--- config.mk ---
export PLATFORM = sky130hd
export DESIGN_NAME = spi_reg_ctrl
export DESIGN_NICKNAME = d
export VERILOG_FILES = /design/src/rtl/spi_reg_pkg.sv /design/src/rtl/spi_reg_ctrl.sv
export SDC_FILE = /design/constraint.sdc
export NUM_CORES = 1
export LEC_CHECK = 0
export CAP_MARGIN = 20
export CORE_ASPECT_RATIO = 2
export CORE_MARGIN = 1
export CORE_UTILIZATION = 44
export CTS_BUF_LIST = sky130_fd_sc_hd__clkbuf_8
export DETAILED_ROUTE_END_ITERATION = 12
export PLACE_DENSITY = 0.83
export SYNTH_ARGS = -nofsm -noshare
export SYNTH_HDL_FRONTEND = slang
export SYNTH_SLANG_ARGS = --single-unit
--- constraint.sdc ---
create_clock -name i_clk -period 1.94 [get_ports i_clk]
set_input_delay 0.582 -clock i_clk [delete_from_list [all_inputs] [get_ports i_clk]]
set_output_delay 0.582 -clock i_clk [all_outputs]
set_load 0.1 [all_outputs]
--- src/rtl/spi_reg_pkg.sv ---
// ---------------------------------------------------------------------------
// spi_reg_pkg
// Shared definitions for the SPI register-access controller (spi_reg_ctrl).
//
// Contents:
//   spi_reg_state_t        controller FSM state encoding
//   K_DWIDTH_DEFAULT       default SPI word width (must match spi_slave)
//   K_AWIDTH_DEFAULT       default register address width
//   K_READ_FLAG_BIT        read-flag bit position for the default word width
//   read_flag_pos()        read-flag bit position for any word width
// ---------------------------------------------------------------------------
package spi_reg_pkg;

   localparam int K_DWIDTH_DEFAULT = 16;
   localparam int K_AWIDTH_DEFAULT = 7;

   // The read flag is always the MSB of the command word.
   function automatic int read_flag_pos(input int dwidth);
      return dwidth - 1;
   endfunction

   localparam int K_READ_FLAG_BIT = K_DWIDTH_DEFAULT - 1;

   typedef enum logic [2:0] {
      ST_IDLE     = 3'd0,
      ST_CMD      = 3'd1,
      ST_RD_REQ   = 3'd2,
      ST_RD_SHIFT = 3'd3,
      ST_WR_DATA  = 3'd4,
      ST_NEXT     = 3'd5,
      ST_DONE     = 3'd6
   } spi_reg_state_t;

endpackage

--- src/rtl/spi_reg_ctrl.sv ---
// ---------------------------------------------------------------------------
// spi_reg_ctrl
// Turns the word stream of spi_slave into register-bus accesses. Each
// chip-select frame starts with a command word (MSB = read flag, low
// K_AWIDTH bits = address) followed by data words. Writes take the data
// word from the host; reads fetch from the register bus and load the result
// into the slave's transmit path before the next word shifts out.
//
// Optional feature (macro SPI_REG_CTRL_AUTOINC_EN):
//   defined   - burst mode: after each data word the address increments
//               (wrapping at 2^K_AWIDTH) and another access of the same
//               direction follows.
//   undefined - exactly one access per frame; later words are ignored.
//
// Parameters:
//   K_DWIDTH      SPI word width
//   K_AWIDTH      register address width (K_AWIDTH <= K_DWIDTH-1)
//
// Ports:
//   i_clk           system clock
//   i_rst_n         asynchronous active-low reset
//   i_spi_selected  registered chip select from spi_slave
//   i_rx_event      one-cycle pulse: word received
//   i_rx_data       received word, valid with i_rx_event
//   o_tx_data       word for the slave to shift out
//   o_tx_valid      one-cycle load strobe for o_tx_data
//   o_reg_addr      register bus address
//   o_reg_wdata     register bus write data
//   o_reg_we        one-cycle write strobe
//   o_reg_re        read request, held until i_reg_rvalid
//   i_reg_rdata     register bus read data
//   i_reg_rvalid    read acknowledge
//   o_late          one-cycle pulse: read data missed its word slot
// ---------------------------------------------------------------------------
module spi_reg_ctrl
   import spi_reg_pkg::*;
#(
   parameter int K_DWIDTH = K_DWIDTH_DEFAULT,
   parameter int K_AWIDTH = K_AWIDTH_DEFAULT
) (
   input  logic                i_clk,
   input  logic                i_rst_n,
   input  logic                i_spi_selected,
   input  logic                i_rx_event,
   input  logic [K_DWIDTH-1:0] i_rx_data,
   output logic [K_DWIDTH-1:0] o_tx_data,
   output logic                o_tx_valid,
   output logic [K_AWIDTH-1:0] o_reg_addr,
   output logic [K_DWIDTH-1:0] o_reg_wdata,
   output logic                o_reg_we,
   output logic                o_reg_re,
   input  logic [K_DWIDTH-1:0] i_reg_rdata,
   input  logic                i_reg_rvalid,
   output logic                o_late
);

   localparam int READ_BIT = read_flag_pos(K_DWIDTH);

   spi_reg_state_t state;

`ifdef SPI_REG_CTRL_AUTOINC_EN
   // Remembers the frame direction so NEXT knows which access to repeat.
   logic read_mode;
`endif

   // Whole controller in one registered process: every output is a flop, so
   // there is no combinational path from any input to any output.
   // Deselect is checked first so it overrides a word or read acknowledge
   // arriving in the same cycle; the strobes default low, so an aborted
   // frame never produces a write or a transmit load.
   always_ff @(posedge i_clk or negedge i_rst_n) begin
      if (!i_rst_n) begin
         state       <= ST_IDLE;
         o_tx_data   <= '0;
         o_tx_valid  <= 1'b0;
         o_reg_addr  <= '0;
         o_reg_wdata <= '0;
         o_reg_we    <= 1'b0;
         o_reg_re    <= 1'b0;
         o_late      <= 1'b0;
`ifdef SPI_REG_CTRL_AUTOINC_EN
         read_mode   <= 1'b0;
`endif
      end else begin
         o_tx_valid <= 1'b0;
         o_reg_we   <= 1'b0;
         o_late     <= 1'b0;

         if (!i_spi_selected) begin
            state    <= ST_IDLE;
            o_reg_re <= 1'b0;
         end else begin
            case (state)
               ST_IDLE: begin
                  state <= ST_CMD;
               end

               // First word of the frame is the command.
               ST_CMD: begin
                  if (i_rx_event) begin
                     o_reg_addr <= i_rx_data[K_AWIDTH-1:0];
`ifdef SPI_REG_CTRL_AUTOINC_EN
                     read_mode  <= i_rx_data[READ_BIT];
`endif
                     if (i_rx_data[READ_BIT]) begin
                        o_reg_re <= 1'b1;
                        state    <= ST_RD_REQ;
                     end else begin
                        state    <= ST_WR_DATA;
                     end
                  end
               end

               // A word completing here means the host already clocked out
               // stale transmit data; flag it but keep waiting so the data
               // still reaches the slave once it arrives.
               ST_RD_REQ: begin
                  if (i_rx_event) begin
                     o_late <= 1'b1;
                  end
                  if (i_reg_rvalid) begin
                     o_tx_data  <= i_reg_rdata;
                     o_tx_valid <= 1'b1;
                     o_reg_re   <= 1'b0;
                     state      <= ST_RD_SHIFT;
                  end
               end

               // The host's word during a read is a dummy; only its end
               // matters.
               ST_RD_SHIFT: begin
                  if (i_rx_event) begin
                     state <= ST_NEXT;
                  end
               end

               ST_WR_DATA: begin
                  if (i_rx_event) begin
                     o_reg_wdata <= i_rx_data;
                     o_reg_we    <= 1'b1;
                     state       <= ST_NEXT;
                  end
               end

               // Burst mode steps the address (natural wrap at the top) and
               // repeats the access; otherwise the frame is finished.
               ST_NEXT: begin
`ifdef SPI_REG_CTRL_AUTOINC_EN
                  o_reg_addr <= o_reg_addr + K_AWIDTH'(1);
                  if (read_mode) begin
                     o_reg_re <= 1'b1;
                     state    <= ST_RD_REQ;
                  end else begin
                     state    <= ST_WR_DATA;
                  end
`else
                  state <= ST_DONE;
`endif
               end

               ST_DONE: begin
                  state <= ST_DONE;
               end

               default: begin
                  state    <= ST_IDLE;
                  o_reg_re <= 1'b0;
               end
            endcase
         end
      end
   end

endmodule

==> reports/metrics.cfg <==
[yosys]
yosysTopAreaCell=dfrtp_1
netlist_area_um2=1881
synth_warnings=0
synth_cells=118
yosys.area.top_type_share_pct=61.21
synth.most_common_cell=dfrtp_1
ys_seq_area_share_pct=61.21
avgSynthCellArea_um2=15.94
ys_top_cells_by_count=46 x dfrtp_1, 30 x mux2_2, 9 x mux2_4
synth_edf_count=0
synth_fp_nets=155
yosys-top-cells-area=dfrtp_1 61%, mux2_2 18%, mux2_4 7.2%
async_flop_share_pct=100.0
synth_cell_type_count=24
synth_seq_cells=46
synth_flop_cell=dfrtp_1

[status]
outcome=complete, no violations

[layout]
drive_above_1_share_pct=48.79
fin_nets=243
area_growth_syn_to_layout_pct=75.18
nFillCells=207
layoutNonFillerInstCount=259
fin_util_pct=80.59
diodes=0

[setup_path]
endpoint_kind=register
path_depth=4
path_class=in -> reg
path_cells=clkdlybuf4s50_1 > nor2b_4 > and3_1 > mux2_2
ff2ff_setup_slack_ns=0.37
reg2regPathDepth=3
r2r-start=state[1]
cpLargestDelayFamily=simple AND/OR/NAND/NOR gates
crit_required_ns=2.13
crit_start=i_rx_event
cp_slowest_stage_delay_ns=0.50
arrival_ns=2.04
r2r_end=o_reg_addr[0]
crit_path_end=o_reg_addr[0]
path_buf_inv=1
cpMaxStageDelayCell=clkdlybuf4s50_1
crit_fanout=8
critPathLaunchType=input port

[grt]
grt_pass1_vias=1427
grt_use_total_pct=24.07
grt_antenna_before_repair=0
grt-ovfl-total=0
grt_pass1_wl_um=7314
grt_start_max_net_pins=47

[sta]
slew_viol_final=0
rsz0062_at_grt=false
fmax_mhz=540.0
worst_pin_slew_ns=0.5661
fin_tns_setup_ns=0
maxSlewHeadroom_pct=62.26
finalCriticalPeriod_ns=1.852
hold_viol=0
min_period_over_period_pct=95.45
skew_ns=0.01447
setup_viol=0

[job]
drv_cap=0

[clocking]
cts_root_buf=clkbuf_8
clockBufferDepth=2
cts_setup_buffers=0
clock-sinks=46
htree_levels=2
cts_resized=0
cts_tree=done
cts_hold_buffers=0
insertion_delay_ns=0.30
cts_buffers=5
path_clk_slew_ns=0.09

[floorplanning]
die-area_um2=4555
io_pins=80
initial_core_util_pct=46.01
fp-row-count=33
die_h_um=94.46
core_um2=4088
die_x_um=48.23

[drt]
dr_total_vias=1324
first_pass_iters=4
viasPerCell=5.112
drt_iter0_markers=41
drt-total-wl_um=4909
ant_nets=0
wl_per_cell_um=18.95
drc=0

[power_and_ir_drop]
power_leakage_uw=0.001576
ir_drop_mv=1.154
powerDensity_nw_per_um2=1618

[place]
dp_cells=251
routabilityCongestion=0.7276
port_buffers=79
place_hpwl_um=3746

[worst_hold_path]
hp-class=in -> async

cells in the final DEF, fill, tap and decap left out, types with 2 or more instances in the layout:
cell type / count
inv_1: 6
mux2_4: 9
a21oi_1: 2
dfrtp_1: 46
clkdlybuf4s50_1: 35
clkbuf_8: 5
buf_4: 5
nor3b_1: 2
buf_12: 44
o21ai_0: 3
nand2_1: 2
and3_1: 3
mux2_2: 30
nor2b_4: 2
cell type report:
| type | count | area [um2] | share of cell area (%) |
|---|---|---|---|
| Clock buffer | 5 | 68.82 | 2.089 |
| Clock inverter | 3 | 37.54 | 1.139 |
| Inverter | 4 | 15.01 | 0.4558 |
| Multi-Input combinational cell | 64 | 683.2 | 20.74 |
| Sequential cell | 46 | 1151 | 34.94 |
| Tap cell | 52 | 65.06 | 1.975 |
| Timing Repair Buffer | 85 | 1274 | 38.66 |
report_power, final:
group          total, uW  internal, uW  switching [uW]  leakage [uW]
Sequential          1480          1200             280      0.000594
Clock                684           375             309     0.0000607
Combinational       3170          1170            2000      0.000920
Total               5330          2740            2590       0.00158
worst min-delay path by stage:
stage	start	to	slack (ns)	cells past startpoint
after CTS	i_rst_n	o_reg_wdata[10]	0.36	2
after global routing	i_rst_n	o_reg_wdata[10]	0.41	2
after detailed placement	o_tx_data[10]	o_tx_data[10]	0.56	1
final	i_rst_n	o_reg_wdata[10]	0.35	2
after global placement	o_reg_wdata[7]	o_reg_wdata[7]	0.55	1
after floorplan	i_rst_n	o_late	0.29	0
routing by layer:
| metal | track usage [%] | vias up | part of all wire (%) |
|---|---|---|---|
| met5 | 0 | - | 0 |
| li1 | - | 596 | - |
| met2 | 41.89 | 56 | 58 |
| met1 | 24.24 | 658 | 34 |
| met4 | 11.81 | 0 | 3.2 |
| met3 | 6.501 | 14 | 4.7 |
stage by stage:
stage	instance area [um2]	hold WS, ns	power (uW)	setup WS (ns)
after floorplan	1881	0.2864	3322	0.4143
after global placement	3188	0.5538	4600	-0.1327
after detailed placement	3188	0.5634	4675	-0.2062
after CTS	3294	0.3645	5372	0.1039
after global routing	3294	0.4063	5474	0.04162
final	3294	0.3503	5331	0.08820
cells by family (layout without fill, tap and decap cells):
| kind of cell | Yosys count | after routing | synth area share [%] |
|---|---|---|---|
| DFF | 46 | 46 | 61.21 |
| AOI/OAI and AO/OA | 10 | 10 | 3.593 |
| and+or+nand+nor | 15 | 15 | 7.585 |
| muxes | 39 | 39 | 25.15 |
| buffers and inverters | 8 | 97 | 2.461 |
sequential cells by signal, summed over array words and instances, names as in the netlist:
| signal | flops |
|---|---|
| o_late | 1 |
| o_reg_addr | 7 |
| o_reg_re | 1 |
| o_reg_wdata | 16 |
| o_reg_we | 1 |
| o_tx_data | 16 |
| o_tx_valid | 1 |
| state | 3 |
Note: power is estimated with default switching activity, not from simulation.
